===== src/rtl/rr_dispatch.sv =====
// Round-robin or externally steered 1-to-NumOut stream dispatcher with a one-entry register per output.
// Latency 1 cycle input-to-output; ready_o drops when the chosen target (or, in round robin, every target) is full.
// Optional per-output 16-bit dispatch counters: define GROVF_RR_DISPATCH_CNT_EN.
module rr_dispatch #(
    parameter int NumOut    = 4,
    parameter int DataWidth = 32,
    parameter bit ExtSel    = 1'b0,
    parameter int IdxWidth  = $clog2(NumOut)
) (
    input  logic                          clk_i,
    input  logic                          rst_i,
    input  logic                          flush_i,
    input  logic                          valid_i,
    output logic                          ready_o,
    input  logic [DataWidth-1:0]          data_i,
    input  logic [IdxWidth-1:0]           sel_i,
    output logic [NumOut-1:0]             valid_o,
    input  logic [NumOut-1:0]             ready_i,
    output logic [NumOut*DataWidth-1:0]   data_o,
    output logic [IdxWidth-1:0]           idx_o,
    output logic [NumOut*16-1:0]          cnt_o
);

    localparam int SelSpan = 1 << IdxWidth;

    logic [NumOut-1:0]    vld_q;
    logic [DataWidth-1:0] dat_q [NumOut];
    logic [IdxWidth-1:0]  rr_q;

    logic [NumOut-1:0]    free;
    logic [SelSpan-1:0]   free_pad;
    logic [IdxWidth-1:0]  rr_pick;
    logic                 rr_any;
    logic                 accept;
    logic [NumOut-1:0]    load;

    // A full slot whose consumer takes it this cycle can be refilled in the same cycle.
    assign free = ~vld_q | ready_i;

    // Out-of-range selects land on zero padding, so they stall instead of dropping.
    always_comb begin
        free_pad = '0;
        free_pad[NumOut-1:0] = free;
    end

    always_comb begin
        int cand;
        rr_any  = 1'b0;
        rr_pick = rr_q;
        cand    = 0;
        for (int off = 0; off < NumOut; off++) begin
            cand = int'(rr_q) + off;
            if (cand >= NumOut) begin
                cand = cand - NumOut;
            end
            if (!rr_any && free_pad[cand[IdxWidth-1:0]]) begin
                rr_any  = 1'b1;
                rr_pick = cand[IdxWidth-1:0];
            end
        end
    end

    always_comb begin
        if (ExtSel) begin
            idx_o   = sel_i;
            ready_o = free_pad[sel_i];
        end else begin
            idx_o   = rr_pick;
            ready_o = rr_any;
        end
    end

    assign accept = valid_i & ready_o;

    always_comb begin
        load = '0;
        for (int k = 0; k < NumOut; k++) begin
            load[k] = accept && (idx_o == IdxWidth'(k));
        end
    end

    always_ff @(posedge clk_i or posedge rst_i) begin
        if (rst_i) begin
            vld_q <= '0;
            for (int k = 0; k < NumOut; k++) begin
                dat_q[k] <= '0;
            end
        end else begin
            for (int k = 0; k < NumOut; k++) begin
                if (load[k]) begin
                    vld_q[k] <= 1'b1;
                    dat_q[k] <= data_i;
                end else if (ready_i[k]) begin
                    vld_q[k] <= 1'b0;
                end
            end
        end
    end

    // Flush wins over the post-accept pointer advance.
    always_ff @(posedge clk_i or posedge rst_i) begin
        if (rst_i) begin
            rr_q <= '0;
        end else if (flush_i) begin
            rr_q <= '0;
        end else if (!ExtSel && accept) begin
            rr_q <= (idx_o == IdxWidth'(NumOut - 1)) ? '0 : idx_o + IdxWidth'(1);
        end
    end

    assign valid_o = vld_q;

    always_comb begin
        data_o = '0;
        for (int k = 0; k < NumOut; k++) begin
            data_o[k*DataWidth +: DataWidth] = dat_q[k];
        end
    end

`ifdef GROVF_RR_DISPATCH_CNT_EN
    logic [15:0] cnt_q [NumOut];

    always_ff @(posedge clk_i or posedge rst_i) begin
        if (rst_i) begin
            for (int k = 0; k < NumOut; k++) begin
                cnt_q[k] <= '0;
            end
        end else begin
            for (int k = 0; k < NumOut; k++) begin
                if (load[k]) begin
                    cnt_q[k] <= cnt_q[k] + 16'd1;
                end
            end
        end
    end

    always_comb begin
        cnt_o = '0;
        for (int k = 0; k < NumOut; k++) begin
            cnt_o[k*16 +: 16] = cnt_q[k];
        end
    end
`else
    assign cnt_o = '0;
`endif

endmodule


===== config.mk =====
export PLATFORM = sky130hd
export DESIGN_NAME = rr_dispatch
export DESIGN_NICKNAME = d
export VERILOG_FILES = /design/src/rtl/rr_dispatch.sv
export SDC_FILE = /design/constraint.sdc
export NUM_CORES = 1
export LEC_CHECK = 0
export ABC_AREA = 1
export CELL_PAD_IN_SITES_DETAIL_PLACEMENT = 1
export CELL_PAD_IN_SITES_GLOBAL_PLACEMENT = 1
export CORE_ASPECT_RATIO = 1.5
export CORE_MARGIN = 3
export CORE_UTILIZATION = 35
export CTS_CLUSTER_SIZE = 24
export DETAILED_ROUTE_END_ITERATION = 10
export PLACE_DENSITY_LB_ADDON = 0.1
export SYNTH_ARGS = -nofsm -noshare
export SYNTH_HDL_FRONTEND = slang
export SYNTH_SLANG_ARGS = --single-unit

===== constraint.sdc =====
create_clock -name clk_i -period 11.8 [get_ports clk_i]
set_input_delay 1.18 -clock clk_i [delete_from_list [all_inputs] [get_ports clk_i]]
set_output_delay 1.18 -clock clk_i [all_outputs]
set_load 0.1 [all_outputs]

==> results of run 1 <==
-- final cells by class --
type | count | area, um^2 | share of cell area
timing repair buffer | 175 | 1750 | 0.205
sequential | 134 | 3350 | 0.393
clock buffer | 18 | 429 | 0.0504
tap | 217 | 272 | 0.0319
multi-input combinational | 526 | 2450 | 0.288
clock inverter | 13 | 174 | 0.0204
inverter | 17 | 91.3 | 0.0107
-- routing by layer --
metal | vias up | track usage | routed length, um
li1 | 2346 | - | -
met1 | 2475 | 0.232 | 7310
met2 | 164 | 0.338 | 10200
met3 | 23 | 0.0441 | 1050
met4 | 0 | 0.0674 | 378
met5 | - | 0 | 0
-- per-stage QoR --
step / utilization / worst slack [ps]
6_report: 0.473 / 6810
2_1_floorplan: - / 7040
3_5_place_dp: 0.440 / 6830
4_1_cts: 0.473 / 6820
3_3_place_gp: 0.440 / 6920
5_1_grt: 0.473 / 6670
-- state kept, by name, summed over array words and instances (netlist names) --
name	cells
data_o	128
valid_o	4
rr_q	2
-- critical path: cells and delay by family --
family,cells,cell delay [ps]
AND/OR/NAND/NOR,9,900
buffers and inverters,4,1710
-- cells in the final DEF, fill, tap and decap left out, drive strengths merged --
master | synthesis | routed
nor2 | 5 | 5
inv | 17 | 20
clkbuf | 0 | 18
ha | 4 | 4
clkinv | 0 | 4
conb | 1 | 64
clkdlybuf4s50 | 0 | 174
o21ai | 1 | 1
bufinv | 0 | 3
nand3 | 21 | 21
dfrtp | 134 | 134
buf | 90 | 1
nand4 | 3 | 3
clkinvlp | 0 | 3
nand2 | 428 | 428
-- final timing paths --
kind                        startpoint           to  slack (ps)
min in group asynchronous        rst_i  data_o[115]        1270
max                         ready_i[1]     idx_o[1]        6810
max in group asynchronous        rst_i   data_o[18]        9290
min                        data_o[117]  data_o[117]         480
max reg2reg                    rr_q[0]   data_o[75]        8520
min reg2reg                data_o[117]  data_o[117]         480
-- logic make-up (layout without fill, tap and decap cells) --
family,after synthesis,after routing
adder cells (fa/ha/maj),4,4
flip-flops,134,134
other,1,64
AO/OA/AOI/OAI,1,1
AND/OR/NAND/NOR,457,457
buffers and inverters,107,223
==> metrics.yaml, run 1 <==
syn_inst: 704
hpwl_mm: 12.8
outcome: "finished, final reports clean"
cap_violations: 0
cp_slowest_cell: "clkdlybuf4s50_1"
slowest_delay_ps: 1170
io_buffers: 174
yosys-top-cells-count: "nand2_1 (321), dfrtp_1 (134), nand2_2 (101), buf_4 (69), nand3_1 (18)"
netlist.area_leader.share: 0.521
yosysMostFrequentCell: "nand2_1"
critPathCaptureType: "output port"
fmax_mhz: 201
nets: 917
synth_compound_area_frac: 0.000777
rows: 60
worst_slew_pin_slew_ps: 1060
antenna_left: 0
arrival_ps: 3810
synthAdderAreaFrac: 0.00777
synth-async-reset-ratio: 1.00
synth_area_per_cell_um2: 9.15
setup_viol: 0
grt_setup_unrepaired: "no"
area_delta_synth_final_pct: 32.3
worstSetupPathType: "input port to output port"
dieArea_mm2: 0.0201
firstDrtPassIters: 4
vias_per_cell: 4.55
fin_skew_ps: 18.8
finalNonFillerCells: 1100
yosys_warnings: 0
synth_cell_types: 22
cts-buffers-inserted: 17
globalplace.congestion: 0.813
drc: 0
core_mm2: 0.0180
min_period_ps: 4990
dpl_cell_area_mm2: 0.00792
num_antenna_cells: 0
yosys.area_share.simple: 0.335
path_clk_slew_ps: 70
synth_xor_area_frac: 0
synth_top_family_by_area: "simple AND/OR/NAND/NOR gates"
netlist_area_mm2: 0.00644
yosysSeqAreaShare: 0.521
final_layout_size_suffix_gt1_frac: 0.170
synth_area_leader_cell: "dfrtp_1"
start_kind: "input port"
finalHoldViolCount: 0
yosys-top-cells-area: "dfrtp_1 (52%), nand2_1 (19%), nand2_2 (9.8%)"
dp_cells: 1069
cts.path.max_buffers: 2
avgRoutedWirePerCell_um: 17.2
maxSlewViolCount: 0
muxShareOfSynthArea: 0
dieHeight_um: 172
initial_core_util: 0.358
post_cts_resized: 0
grt_pass1_wl_mm: 29.8
hold_class: "flop to flop"
antenna_found_initial: 0
dr.first_iter.drc_count: 200
synth_seq_cells: 134
htree_num_levels: 4
route.vias.total: 5008
grt_overflow: 0
grt_use_total: 0.193
grt_max_degree: 81
clk_latency_ps: 420
tns_ps: 0
path_cells: "clkdlybuf4s50_1 -> inv_1 -> nand3_1 -> nand2_1 -> nand2_1 -> nand2_2 -> inv_1 -> nand2_1 -> nand2_1 -> nand2_1 -> nand3_1 -> nand2_1 -> clkdlybuf4s50_1"
holdWs_ps: 475
fillers: 2104
cts_hold_buffers: 0
die_w_um: 117
clock-sinks: 134
period_share: 0.423
synth_edf_count: 0
max_slew_margin: 0.292
cts_tree: "done"
clock-root-buffer: "clkbuf_16"
cts_setup_buffers: 0
wirelength_mm: 18.9
ios: 241
final_area_mm2: 0.00852
cp_common_cell: "nand2_1"
first_global_vias: 5323
crit_fanout: 5
cp.required_ps: 10620
worst_r2r_path_depth: 13
hold_depth: 2
synth-main-ff-cell: "dfrtp_1"
Power of run 1 is not shown: default switching activity piles up to over one toggle a cycle in this logic, so the estimate is an artifact.
==> run 2: changes to the inputs <==
--- a/config.mk
+++ b/config.mk
@@ -10,7 +10,7 @@
 export CELL_PAD_IN_SITES_GLOBAL_PLACEMENT = 1
 export CORE_ASPECT_RATIO = 1.5
 export CORE_MARGIN = 3
-export CORE_UTILIZATION = 35
+export CORE_UTILIZATION = 29
 export CTS_CLUSTER_SIZE = 24
 export DETAILED_ROUTE_END_ITERATION = 10
 export PLACE_DENSITY_LB_ADDON = 0.1
==> constraint.sdc (replaced) <==
create_clock -name clk_i -period 4.5 [get_ports clk_i]
set_input_delay 0.45 -clock clk_i [delete_from_list [all_inputs] [get_ports clk_i]]
set_output_delay 0.45 -clock clk_i [all_outputs]
set_load 0.1 [all_outputs]
==> run 2 against run 1 <==
Final cell count grew 5.6%. Highest routed layer unchanged. Via count shrank 1.5%. Register-to-register slack lost 7200 ps. Clock skew shrank 8.6 ps. Global-route usage shrank 2.0 points. Critical path depth shrank 6. Worst hold slack lost 0.81 ps. Routed wire length grew 6.6%. Sequential cell count is the same. Sequential share of layout area shrank 0.59 points. Worst setup slack lost 5600 ps.
==> metrics.yaml, run 2 (synthesized netlist as in run 1, its figures left out) <==
outcome: "finished, final reports clean"
avgRoutedWirePerCell_um: 17.3  # +0.87%
period_share: 0.732
ios: 241  # unchanged
start_kind: "flop"
cts_tree: "done"
max_slew_margin: 0.293  # +0.000955
dieHeight_um: 189  # +9.5%
wirelength_mm: 20.1  # +6.6%
post_cts_resized: 0  # unchanged
cap_violations: 0  # unchanged
multiInputGateArea_mm2: 0.00245  # unchanged
cts_hold_buffers: 0  # unchanged
slowest_delay_ps: 1160  # about the same
initial_core_util: 0.295  # -0.0620
fillers: 2565  # +22%
area_delta_synth_final_pct: 34.3
rrSetupSlack_ps: 1360  # -7160 ps
holdWs_ps: 475  # -0.812 ps
globalplace.congestion: 0.796  # -2.1%
path_delay_family: "buffers and inverters"
reg2reg_from: "rr_q[0]"
finalHoldViolCount: 0  # unchanged
tns_ps: 0  # unchanged
cts_setup_buffers: 0  # unchanged
grt_pass1_wl_mm: 32.0  # +7.4%
worst_slew_pin_slew_ps: 1060  # -1.43 ps
hold_start: "data_o[99]"
whs_endpoint: "data_o[99]"
cp_slowest_cell: "clkdlybuf4s50_1"
rows: 66  # +10%
hpwl_mm: 14.0  # +8.7%
die_w_um: 128  # +9.4%
final_common_cell: "nand2_1"
layout_common_cells: "nand2_1 (321), clkdlybuf4s50_1 (172), dfrtp_1 (134), nand2_2 (101), conb_1 (64)"
io_buffers: 174  # unchanged
path_cells: "nand2_1 -> nand2_2 -> nand3_2 -> nand2_4 -> nor2_8 -> nand3_4 -> clkdlybuf4s50_1"
nets: 925  # +0.87%
clock-root-buffer: "clkbuf_16"
hold_depth: 2  # unchanged
path_clk_slew_ps: 60  # about the same
antenna_left: 0  # unchanged
cp_num_buf_inv: 1  # -3
worst_r2r_path_depth: 16  # +3
htree_num_levels: 4  # unchanged
final_layout_size_suffix_gt1_frac: 0.179  # +0.00878
drc: 0  # unchanged
dr.first_iter.drc_count: 198  # -1.0%
grt_max_degree: 87  # +7.4%
clk_latency_ps: 430  # about the same
core_mm2: 0.0218  # +21%
fin_skew_ps: 10.1  # -8.65 ps
vias_per_cell: 4.24  # -6.8%
grt_setup_unrepaired: "no"
min_period_ps: 3290
worstSetupPathType: "flop to output port"
first_global_vias: 5506  # +3.4%
firstDrtPassIters: 4  # unchanged
seq_area_mm2: 0.00335  # unchanged
cts.path.max_buffers: 2  # unchanged
fmax_mhz: 304
setup_viol: 0  # unchanged
cp.required_ps: 4050  # -6570 ps
crit_fanout: 10  # +5
cts-buffers-inserted: 17  # unchanged
antenna_found_initial: 0  # unchanged
dieArea_mm2: 0.0241  # +20%
hold_class: "flop to flop"
grt_overflow: 0  # unchanged
num_antenna_cells: 0  # unchanged
maxSlewViolCount: 0  # unchanged
route.vias.total: 4931  # -1.5%
largest_reg_flops: 128  # unchanged
worstReg2RegEnd: "data_o[14]"
grt_use_total: 0.174  # -0.0196
arrival_ps: 2840  # -970 ps
clock-sinks: 134  # unchanged
critPathCaptureType: "output port"
==> run 2: changes by cell type in the layout (fill, tap and decap cells not counted), sizes merged <==
cell and change:
buf +10, clkdlybuf4s50 -2, inv -2, bufinv +1, clkinv +1, clkinvlp -1
==> run 2: worst max path at each step <==
| stage | startpoint | endpoint | slack (ps) | cells after the start |
|---|---|---|---|---|
| 2_1_floorplan | rst_i | data_o[0] | 470 | 1 |
| 3_3_place_gp | ready_i[1] | data_o[2] | 1150 | 18 |
| 3_5_place_dp | ready_i[1] | data_o[0] | 1050 | 18 |
| 4_1_cts | rr_q[0] | ready_o | 1190 | 7 |
| 5_1_grt | rr_q[0] | data_o[27] | 1010 | 16 |
| 6_report | rr_q[0] | ready_o | 1210 | 7 |
==> run 2: worst register-to-register path: cells and delay by family (launching register included) <==
kind | cells | cell delay [ps]
flip-flops | 1 | 640
adder cells (fa/ha/maj) | 1 | 280
AND/OR/NAND/NOR | 12 | 1640
buffers and inverters | 3 | 520
==> run 2: stage by stage <==
stage,utilization,worst slack [ps],area [um^2],cells
6_report,0.397,1210,8650,1162
5_1_grt,0.397,1010,8650,1162
4_1_cts,0.397,1190,8650,1162
3_5_place_dp,0.369,1050,8040,1132
3_3_place_gp,0.369,1150,8040,1132
2_1_floorplan,-,467,6680,767
==> run 2: layout make-up <==
cell class	instances	share of cell area
multi-input combinational	526	0.284
timing repair buffer	183	0.209
clock inverter	12	0.0208
tap	272	0.0393
inverter	17	0.0106
sequential	134	0.388
clock buffer	18	0.0496
==> run 2: per-layer routing <==
| metal | wire length [um] | vias to the layer above | global-route usage |
|---|---|---|---|
| li1 | - | 2351 | - |
| met3 | 1150 | 15 | 0.0508 |
| met2 | 10900 | 146 | 0.314 |
| met4 | 240 | 0 | 0.0449 |
| met5 | 0 | - | 0 |
| met1 | 7880 | 2419 | 0.199 |
Power of run 2 is left out for the same reason.
